## src/rtl/jtag_pkg.sv

```systemverilog
// jtag_pkg: shared TAP definitions.
//   tap_state_t    - IEEE 1149.1 TAP state encodings (4 bits, debug-visible)
//   op_bypass()    - BYPASS opcode (all ones) for a given IR width
//   OP_IDCODE      - IDCODE opcode value
//   OP_USER_BASE   - opcode of user data register 0; user k is OP_USER_BASE + k
//   IR_CAPTURE     - value loaded into the IR shift register in Capture-IR
package jtag_pkg;

    typedef enum logic [3:0] {
        TLR      = 4'hF,
        RTI      = 4'hC,
        SEL_DR   = 4'h7,
        CAP_DR   = 4'h6,
        SHIFT_DR = 4'h2,
        EXIT1_DR = 4'h1,
        PAUSE_DR = 4'h3,
        EXIT2_DR = 4'h0,
        UPD_DR   = 4'h5,
        SEL_IR   = 4'h4,
        CAP_IR   = 4'hE,
        SHIFT_IR = 4'hA,
        EXIT1_IR = 4'h9,
        PAUSE_IR = 4'hB,
        EXIT2_IR = 4'h8,
        UPD_IR   = 4'hD
    } tap_state_t;

    localparam int OP_IDCODE    = 1;
    localparam int OP_USER_BASE = 2;
    localparam int IR_CAPTURE   = 1;   // {0...0, 2'b01}

    function automatic int op_bypass(input int ir_width);
        return (1 << ir_width) - 1;
    endfunction

endpackage

```

## src/rtl/jtag_tap_fsm.sv

```systemverilog
// jtag_tap_fsm: 16-state TAP controller with state decodes.
//   tck, trst_n  - test clock, asynchronous active-low reset (to TLR)
//   tms          - test mode select, sampled on posedge tck
//   state        - current TAP state
//   capture_dr / shift_dr / update_dr, capture_ir / shift_ir / update_ir,
//   tlr          - one-hot style decodes of the current state
module jtag_tap_fsm
    import jtag_pkg::*;
(
    input  logic       tck,
    input  logic       trst_n,
    input  logic       tms,
    output tap_state_t state,
    output logic       capture_dr,
    output logic       shift_dr,
    output logic       update_dr,
    output logic       capture_ir,
    output logic       shift_ir,
    output logic       update_ir,
    output logic       tlr
);

    always_ff @(posedge tck or negedge trst_n) begin
        if (!trst_n) begin
            state <= TLR;
        end else begin
            case (state)
                TLR:      state <= tms ? TLR      : RTI;
                RTI:      state <= tms ? SEL_DR   : RTI;
                SEL_DR:   state <= tms ? SEL_IR   : CAP_DR;
                CAP_DR:   state <= tms ? EXIT1_DR : SHIFT_DR;
                SHIFT_DR: state <= tms ? EXIT1_DR : SHIFT_DR;
                EXIT1_DR: state <= tms ? UPD_DR   : PAUSE_DR;
                PAUSE_DR: state <= tms ? EXIT2_DR : PAUSE_DR;
                EXIT2_DR: state <= tms ? UPD_DR   : SHIFT_DR;
                UPD_DR:   state <= tms ? SEL_DR   : RTI;
                SEL_IR:   state <= tms ? TLR      : CAP_IR;
                CAP_IR:   state <= tms ? EXIT1_IR : SHIFT_IR;
                SHIFT_IR: state <= tms ? EXIT1_IR : SHIFT_IR;
                EXIT1_IR: state <= tms ? UPD_IR   : PAUSE_IR;
                PAUSE_IR: state <= tms ? EXIT2_IR : PAUSE_IR;
                EXIT2_IR: state <= tms ? UPD_IR   : SHIFT_IR;
                UPD_IR:   state <= tms ? SEL_DR   : RTI;
                default:  state <= TLR;
            endcase
        end
    end

    assign capture_dr = (state == CAP_DR);
    assign shift_dr   = (state == SHIFT_DR);
    assign update_dr  = (state == UPD_DR);
    assign capture_ir = (state == CAP_IR);
    assign shift_ir   = (state == SHIFT_IR);
    assign update_ir  = (state == UPD_IR);
    assign tlr        = (state == TLR);

endmodule

```

## src/rtl/jtag_tap_core.sv

```systemverilog
// jtag_tap_core: IEEE 1149.1 TAP with IR, BYPASS, IDCODE and user DRs.
//   tck, trst_n, tms, tdi - JTAG pins (trst_n asynchronous, active-low)
//   tdo, tdo_en           - serial output and its enable, both on negedge tck
//   tap_state             - current TAP state encoding (debug)
//   ir_q                  - active instruction
//   user_capture          - parallel capture data, slice k for user DR k
//   user_update           - parallel update registers, slice k for user DR k
//   user_update_stb       - one-tck-period strobe per user DR on update
module jtag_tap_core
    import jtag_pkg::*;
#(
    parameter int          IR_WIDTH      = 4,
    parameter logic [31:0] IDCODE_VALUE  = 32'h4BA0_0477,
    parameter int          NUM_USER_DR   = 2,
    parameter int          USER_DR_WIDTH = 8
) (
    input  logic                                 tck,
    input  logic                                 trst_n,
    input  logic                                 tms,
    input  logic                                 tdi,
    output logic                                 tdo,
    output logic                                 tdo_en,
    output logic [3:0]                           tap_state,
    output logic [IR_WIDTH-1:0]                  ir_q,
    input  logic [NUM_USER_DR*USER_DR_WIDTH-1:0] user_capture,
    output logic [NUM_USER_DR*USER_DR_WIDTH-1:0] user_update,
    output logic [NUM_USER_DR-1:0]               user_update_stb
);

    localparam logic [IR_WIDTH-1:0] OP_BYP = IR_WIDTH'(op_bypass(IR_WIDTH));
    localparam logic [IR_WIDTH-1:0] OP_ID  = IR_WIDTH'(OP_IDCODE);
    localparam logic [IR_WIDTH-1:0] IR_CAP = IR_WIDTH'(IR_CAPTURE);

    tap_state_t state;
    logic capture_dr, shift_dr, update_dr;
    logic capture_ir, shift_ir, update_ir, tlr;

    jtag_tap_fsm u_fsm (
        .tck        (tck),
        .trst_n     (trst_n),
        .tms        (tms),
        .state      (state),
        .capture_dr (capture_dr),
        .shift_dr   (shift_dr),
        .update_dr  (update_dr),
        .capture_ir (capture_ir),
        .shift_ir   (shift_ir),
        .update_ir  (update_ir),
        .tlr        (tlr)
    );

    assign tap_state = state;

    logic [IR_WIDTH-1:0]      ir_sr;
    logic                     bypass_sr;
    logic [31:0]              idcode_sr;
    logic [USER_DR_WIDTH-1:0] user_sr [NUM_USER_DR];

    // Instruction decode; any opcode not IDCODE or a user DR falls to BYPASS.
    logic                   sel_idcode;
    logic [NUM_USER_DR-1:0] sel_user;

    always_comb begin
        sel_idcode = (ir_q == OP_ID);
        for (int k = 0; k < NUM_USER_DR; k++) begin
            sel_user[k] = (ir_q == IR_WIDTH'(OP_USER_BASE + k));
        end
    end

    // IR shift register
    always_ff @(posedge tck or negedge trst_n) begin
        if (!trst_n) begin
            ir_sr <= '0;
        end else if (capture_ir) begin
            ir_sr <= IR_CAP;
        end else if (shift_ir) begin
            ir_sr <= {tdi, ir_sr[IR_WIDTH-1:1]};
        end
    end

    // DR shift registers: only the selected one captures or shifts.
    always_ff @(posedge tck or negedge trst_n) begin
        if (!trst_n) begin
            bypass_sr <= 1'b0;
            idcode_sr <= '0;
            for (int k = 0; k < NUM_USER_DR; k++) begin
                user_sr[k] <= '0;
            end
        end else if (capture_dr) begin
            if (sel_idcode) begin
                idcode_sr <= IDCODE_VALUE;
            end else if (sel_user == '0) begin
                bypass_sr <= 1'b0;
            end
            for (int k = 0; k < NUM_USER_DR; k++) begin
                if (sel_user[k]) begin
                    user_sr[k] <= user_capture[k*USER_DR_WIDTH +: USER_DR_WIDTH];
                end
            end
        end else if (shift_dr) begin
            if (sel_idcode) begin
                idcode_sr <= {tdi, idcode_sr[31:1]};
            end else if (sel_user == '0) begin
                bypass_sr <= tdi;
            end
            for (int k = 0; k < NUM_USER_DR; k++) begin
                if (sel_user[k]) begin
                    if (USER_DR_WIDTH > 1) begin
                        user_sr[k] <= {tdi, user_sr[k][USER_DR_WIDTH-1:1]};
                    end else begin
                        user_sr[k] <= USER_DR_WIDTH'(tdi);
                    end
                end
            end
        end
    end

    // TDO mux: LSB of the selected DR.
    logic dr_lsb;

    always_comb begin
        dr_lsb = bypass_sr;
        if (sel_idcode) begin
            dr_lsb = idcode_sr[0];
        end
        for (int k = 0; k < NUM_USER_DR; k++) begin
            if (sel_user[k]) begin
                dr_lsb = user_sr[k][0];
            end
        end
    end

    // Negedge side: retimed TDO, instruction update, user updates and strobes.
    always_ff @(negedge tck or negedge trst_n) begin
        if (!trst_n) begin
            tdo             <= 1'b0;
            tdo_en          <= 1'b0;
            ir_q            <= OP_ID;
            user_update     <= '0;
            user_update_stb <= '0;
        end else begin
            tdo_en          <= shift_dr | shift_ir;
            user_update_stb <= '0;
            if (shift_ir) begin
                tdo <= ir_sr[0];
            end else if (shift_dr) begin
                tdo <= dr_lsb;
            end
            if (tlr) begin
                ir_q <= OP_ID;
            end else if (update_ir) begin
                ir_q <= ir_sr;
            end
            if (update_dr) begin
                for (int k = 0; k < NUM_USER_DR; k++) begin
                    if (sel_user[k]) begin
                        user_update[k*USER_DR_WIDTH +: USER_DR_WIDTH] <= user_sr[k];
                        user_update_stb[k] <= 1'b1;
                    end
                end
            end
        end
    end

    // The BYPASS opcode is the decode fallthrough; kept for readability.
    logic unused_ok;
    assign unused_ok = ^OP_BYP;

endmodule

```

## config.mk

```make
export PLATFORM = sky130hd
export DESIGN_NAME = jtag_tap_core
export DESIGN_NICKNAME = d
export VERILOG_FILES = /design/src/rtl/jtag_pkg.sv /design/src/rtl/jtag_tap_fsm.sv /design/src/rtl/jtag_tap_core.sv
export SDC_FILE = /design/constraint.sdc
export NUM_CORES = 1
export LEC_CHECK = 0
export CORE_MARGIN = 2
export CORE_UTILIZATION = 49
export DETAILED_ROUTE_END_ITERATION = 6
export PLACE_DENSITY = 0.76
export SYNTH_ARGS = -nofsm -noshare
export SYNTH_HDL_FRONTEND = slang
export SYNTH_SLANG_ARGS = --single-unit
```

## constraint.sdc

```tcl
create_clock -name tck -period 1.6 [get_ports tck]
set_clock_uncertainty 0.05 [all_clocks]
set_input_delay 0.32 -clock tck [delete_from_list [all_inputs] [get_ports tck]]
set_output_delay 0.32 -clock tck [all_outputs]
set_load 0.02 [all_outputs]
```

==> After elaboration in Yosys (flattened, before gate mapping) <==
Index checks and enable logic that the tools add are counted.
{ "totals": {"register_bits": 81, "elab_cells": 88} }
{ "op_classes": {"eq_ne": 18, "n_mux": 41, "bitwise_logic": 2, "reduce_logical": 15} }
{ "ops": {"columns": ["op", "n"], "rows": [
  ["$mux 32", 4],
  ["$pmux 4 s12", 1],
  ["$eq 4x4->1 const B", 8],
  ["$mux 16", 2],
  ["$mux 8", 4],
  ["$mux 4", 5],
  ["$eq 4x2->1 const B", 4],
  ["$eq 4x3->1 const B", 4],
  ["$mux 1", 14],
  ["$mux 2", 7],
  ["$mux 3", 4],
  ["$reduce_and 2->1", 5],
  ["$eq 4x1->1 const B", 2],
  ["$reduce_bool 2->1", 4],
  ["$logic_not 4->1", 1],
  ["$reduce_or 2->1", 2],
  ["$reduce_and 3->1", 1],
  ["$reduce_or 3->1", 1],
  ["$logic_not 2->1", 1],
  ["$not 1->1", 1],
  ["$or 1x1->1", 1]
]} }

==> Depth between registers and ports, before layout <==
Gate-level depths: netlist of the first run.
{ "logic_depth": {"depth_word": 6, "depth_mapped": 6} }

==> By module <==
A second synthesis of the first run with hierarchy kept.
{ "hier_totals": {"hier_cells": 325, "hier_area_um2": 3502.1} }
{ "modules_own_cells": {"columns": ["module", "instances", "cells_each", "area_each_um2", "seq_area_each_um2"], "rows": [
  ["jtag_tap_core", 1, 295, 3251.9, 1928.1],
  ["jtag_tap_fsm", 1, 30, 250.2, 105.1]
]} }

==> qor.csv, run 1 <==
metric,value,unit
vias_per_cell,5.88,
path_class,reg2reg,
cts_tree,yes,
core,0.00679,mm2
ys_ff_latch,81,
path_max_fanout,9,
gr-total-overflow,0,
clk_path_buf_depth,2,
final_common_cell,buf_4,
grtUsageTotal,27.4,%
core.rowCount,30,
syn_to_final_growth,72.0,%
maxSlewViolCount,0,
final_cell_mix,"buf_4 (58), dfrtp_1 (53), buf_6 (44)",
synth_top_family_by_area,simple AND/OR/NAND/NOR gates,
hold_path_class,in2async,
power_frac_seq,29.8,%
grt_max_degree,21,
layout-drive-gt1-share,55.6,%
antenna_found_initial,0,
rsz0062_at_grt,yes,
synth_fp_nets,349,
worstPathArrival,1.87,ns
root_buffer,clkbuf_8,
nNetsFinal,490,
fp.dieArea,0.00767,mm2
htree_levels,3,
routed_wl,12300,um
vias,3360,
relSlewSlack,74.3,%
clock_latency,0.39,ns
rr_worst_depth,6,
nFillCells,272,
synth.cell_area,0.00342,mm2
failed_checks,negative setup slack,
ys_types,31,
drtPass1Iterations,6,
fin_ws,-0.929,ns
wire_per_inst,21.5,um
switching_power,0.00432,W
end_kind,flip-flop,
finalHoldViolCount,0,
synth_compound_area_share,10.6,%
power_frac_clock,15.4,%
cts.sinks,81,
antenna_left,0,
r2r-start,u_fsm.state[3]$_DFF_PN1_,
finalSetupViolations,104,
n_antenna_cell,0,
reg2reg_to,user_update[2]$_DFFE_NN0P_,
io_pins,48,
drc,0,
synth_cells,329,
drtIter0Drc,253,
synthXorXnorAreaFrac,0,%
grt_pass1_vias,3134,
synth.area.mux_share,11.3,%
clk_pin_slew,0.10,ns
chipWidth,87.6,um
port_buffers,47,
power,0.0111,W
p_comb_share,54.8,%
ir_drop,1.11,mV
dpl.hpwl,4940,um
p_leak,2.72,nW
synth_fa_ha_area_share,0,%
worst_slew_pin_slew,0.384,ns
multi_input_area,0.00183,mm2
yosys.area_share.simple,16.0,%
synth-seq-area-share,59.4,%
p_per_area,1890,mW/mm2
status,"complete, but fails checks",
required,0.94,ns
critPathLaunchType,flip-flop,
yosysWarnings,0,
switching_share,38.8,%
numCtsBuffers,9,
internal_power,0.00680,W
grt_pass1_wl,15800,um
initial_core_util,50.4,%
r2r_slack,-0.93,ns
syn_area_per_cell,10.4,um2
worst_hold_slack,0.321,ns
fp.dieH,87.6,um
gp_congestion,0.790,
drv_cap,0,
regArea,0.00203,mm2
-- registers in the layout, summed over array words and instances, names as in the netlist --
signal           count
tdo                  1
user_update_stb      2
ir_sr                4
user_sr             16
ir_q                 4
tdo_en               1
user_update         16
u_fsm.state          4
idcode_sr           32
bypass_sr            1
-- repair_timing --
| action | CTS | global route |
|---|---|---|
| endpoints found under the setup margin | 102 | 117 |
| pin swaps | 9 | 19 |
| setup buffers | 25 | 20 |
| resized for setup | 224 | 120 |
| hold buffers | 1 | 0 |
| endpoints found under the hold margin | 5 | 0 |
| cloned | 9 | 3 |
-- power groups by stage --
stage                     logic (W)  registers [W]  clock network, W
after global placement      0.00327        0.00309        0.00000782
after floorplan             0.00173        0.00340        0.00000782
after detailed placement    0.00335        0.00312        0.00000782
after CTS                   0.00469        0.00312           0.00167
final                       0.00609        0.00331           0.00171
after global routing        0.00635        0.00336           0.00181
-- cell type report --
type | count | area share [%]
sequential | 81 | 34.5
inverter | 3 | 0.234
multi-input combinational | 228 | 31.2
timing repair buffer | 146 | 28.1
tap | 96 | 2.04
clock inverter | 5 | 0.871
clock buffer | 12 | 3.02
-- per-layer routing --
metal	vias to the layer above	global-route usage [%]	wire length, um
met4	0	11.2	410
met3	45	7.26	828
li1	1411	-	-
met1	1702	34.6	4770
met5	-	0	0
met2	202	45.2	6250
-- how the worst max path moves through the flow --
stage | cells after the start | endpoint | from | slack [ns]
finish | 6 | user_update[2]$_DFFE_NN0P_ | u_fsm.state[3]$_DFF_PN1_ | -0.93
global route | 6 | user_update[2]$_DFFE_NN0P_ | u_fsm.state[3]$_DFF_PN1_ | -0.95
CTS | 1 | ir_q[0] | ir_q[0]$_DFFE_NN1P_ | -0.82
detailed placement | 4 | user_update[14]$_DFFE_NN0P_ | u_fsm.state[2]$_DFF_PN1_ | -0.81
global placement | 4 | user_update[11]$_DFFE_NN0P_ | u_fsm.state[2]$_DFF_PN1_ | -0.79
floorplan | 4 | user_update[10]$_DFFE_NN0P_ | u_fsm.state[0]$_DFF_PN1_ | -0.85
-- metrics by stage --
| step | instances | TNS, ns | area, um2 | setup WS (ns) | util (%) |
|---|---|---|---|---|---|
| after global routing | 571 | -70.74 | 5890 | -0.947 | 86.6 |
| final | 571 | -68.46 | 5890 | -0.929 | 86.6 |
| after global placement | 500 | -60.37 | 4390 | -0.793 | 64.6 |
| after detailed placement | 500 | -62.92 | 4390 | -0.815 | 64.6 |
| after CTS | 551 | -63.74 | 5320 | -0.818 | 78.3 |
| after floorplan | 329 | -49.26 | 3580 | -0.850 | - |
-- synth_stat cells --
cell type	count	area (um2)
a21oi_1	1	5.00
a221oi_1	1	8.76
a22o_1	2	17.5
a31oi_1	1	6.26
buf_2	4	20.0
buf_6	1	11.3
clkbuf_1	13	48.8
dfrtn_1	23	576
dfrtp_1	53	1330
dfstp_2	5	131
inv_1	4	15.0
mux2_1	1	11.3
mux2_2	19	214
mux2i_1	16	160
nand2_1	83	312
nand2b_1	5	31.3
nand2b_4	1	13.8
nand3_1	4	20.0
nand3b_1	1	7.51
nand4_1	1	6.26
nand4_2	1	12.5
nand4b_2	1	15.0
nor2_1	19	71.3
nor2_4	1	11.3
nor2b_1	2	12.5
nor3b_2	2	25.0
nor4b_1	1	8.76
o211a_1	1	10.0
o211ai_1	2	15.0
o21ai_0	27	135
o21ai_1	33	165
-- kinds of logic after synthesis --
group | after synthesis
buf+inv | 22
simple gates | 122
flops | 81
compound gates | 68
mux | 36
-- worst max-delay path, stage by stage, from the launching register on --
cell and delay [ns]:
dfstp_2 0.59, nand2b_4 0.15, nor3b_4 0.05, buf_4 0.14, buf_6 0.12, nand2_8 0.10, mux2_2 0.35
Note: power is estimated with default switching activity, not from simulation.
==> run 2, diff against run 1 <==
Clock period 1.6 ns to 2.1 ns, I/O delays scaled along.
==> qor.csv, run 2 (same netlist as run 1, synthesis figures left out) <==
metric,value,unit
n_antenna_cell,0,
dp.cells,482,
fin_ws,-0.633,ns
final_common_cell,dfrtp_1,
chipWidth,87.6,um
grtUsageTotal,28.2,%
antenna_found_initial,0,
relSlewSlack,78.6,%
gr-total-overflow,0,
p_leak,2.56,nW
critPathLaunchType,flip-flop,
drtPass1Iterations,6,
vias_per_cell,5.86,
routed_wl,12100,um
failed_checks,negative setup slack,
required,1.18,ns
path_cells,nand2b_4 -> nor3b_4 -> buf_6 -> buf_6 -> nand2_8 -> mux2_2,
core,0.00679,mm2
fin_cells,544,
critical_path.slowest_cell,dfstp_2,
clk_pin_slew,0.09,ns
drc,0,
finalSetupViolations,97,
place_area,0.00424,mm2
cpMostUsedCell,buf_6,
port_buffers,47,
fp.dieH,87.6,um
clock_latency,0.39,ns
antenna_left,0,
max_stage_delay,0.56,ns
cts.sinks,81,
dpl.hpwl,4750,um
top_regs,"idcode_sr (32), user_sr (16), user_update (16)",
io_pins,48,
top_register,idcode_sr,
worst_slew_pin_slew,0.320,ns
final_cell_mix,"dfrtp_1 (53), buf_6 (43), o21ai_2 (40)",
core.rowCount,30,
gr-usage-met1,38.2,%
cts_tree,yes,
r2r_slack,-0.63,ns
nNetsFinal,463,
gp_congestion,0.815,
end_kind,flip-flop,
finalHoldViolCount,0,
grt_pass1_vias,3190,
grt_max_degree,23,
clk_path_buf_depth,2,
fp.dieArea,0.00767,mm2
final_area,0.00565,mm2
path_max_fanout,5,
rr_worst_depth,6,
initial_core_util,50.4,%
numCtsBuffers,9,
maxSlewViolCount,0,
p_per_area,1430,mW/mm2
met3_usage,5.18,%
wire_per_inst,22.2,um
met2_usage,45.0,%
htree_levels,3,
vias,3188,
drtIter0Drc,426,
syn_to_final_growth,65.0,%
grt_pass1_wl,16300,um
worstPathArrival,1.82,ns
reg2reg_to,user_update[7]$_DFFE_NN0P_,
root_buffer,clkbuf_8,
path_class,reg2reg,
r2r-start,u_fsm.state[2]$_DFF_PN1_,
layout-drive-gt1-share,55.8,%
gr-max-usage-layer,met2,
status,"complete, but fails checks",
rsz0062_at_grt,yes,
drv_cap,0,
worst_hold_slack,0.424,ns
largest_register_ffs,32,
hold_path_class,in2async,
ir_drop,0.625,mV
run 2: report_power, final:
part           switching [W]  leakage (nW)  internal [W]  total [W]
Combinational        0.00214          1.43       0.00204    0.00418
Clock               0.000592         0.121      0.000728    0.00132
Sequential          0.000491          1.01       0.00207    0.00256
run 2: layout make-up:
| class | instances | area [um2] |
|---|---|---|
| inverters | 3 | 13.8 |
| flip-flops and latches | 81 | 2030 |
| clock buffers | 13 | 191 |
| clock inverters | 4 | 46.3 |
| well taps | 96 | 120 |
| multi-input cells | 229 | 1930 |
| repair buffers | 118 | 1320 |
| fillers | 305 | 1140 |
run 2: metal layers:
metal	up-vias	wire, um
met5	-	0
li1	1348	-
met2	196	5890
met4	0	504
met3	54	871
met1	1590	4830
run 2: worst max-delay path, delay by kind of cell (launching register included):
kind	cells	cell delay, ns
DFF	1	0.56
and+or+nand+nor	3	0.33
buffers and inverters	2	0.28
muxes	1	0.28
run 2: worst max-delay path by stage:
stage                              from                     endpoint  cells after the start  slack [ns]
2_1_floorplan  u_fsm.state[0]$_DFF_PN1_  user_update[10]$_DFFE_NN0P_                      4       -0.60
3_3_place_gp   u_fsm.state[2]$_DFF_PN1_  user_update[15]$_DFFE_NN0P_                      4       -0.54
3_5_place_dp   u_fsm.state[2]$_DFF_PN1_  user_update[13]$_DFFE_NN0P_                      4       -0.58
4_1_cts        u_fsm.state[2]$_DFF_PN1_  user_update[13]$_DFFE_NN0P_                      4       -0.59
5_1_grt        u_fsm.state[2]$_DFF_PN1_  user_update[11]$_DFFE_NN0P_                      5       -0.70
6_report       u_fsm.state[2]$_DFF_PN1_   user_update[7]$_DFFE_NN0P_                      6       -0.63
run 2: metrics by stage:
stage | utilization [%] | worst slack [ns] | setup TNS (ns) | total power (W)
5_1_grt | 83.1 | -0.701 | -45.77 | 0.00834
3_3_place_gp | 62.4 | -0.536 | -37.11 | 0.00474
2_1_floorplan | - | -0.600 | -29.46 | 0.00391
3_5_place_dp | 62.4 | -0.582 | -38.98 | 0.00483
6_report | 83.1 | -0.633 | -42.23 | 0.00806
4_1_cts | 76.5 | -0.589 | -39.43 | 0.00713
run 2: timing repair:
item,4_1_cts,5_1_grt
resized for setup,239,98
setup endpoints to repair,101,97
gates cloned,9,3
hold buffers,1,0
buffers inserted,22,13
hold endpoints to repair,6,0
pin swaps,17,30
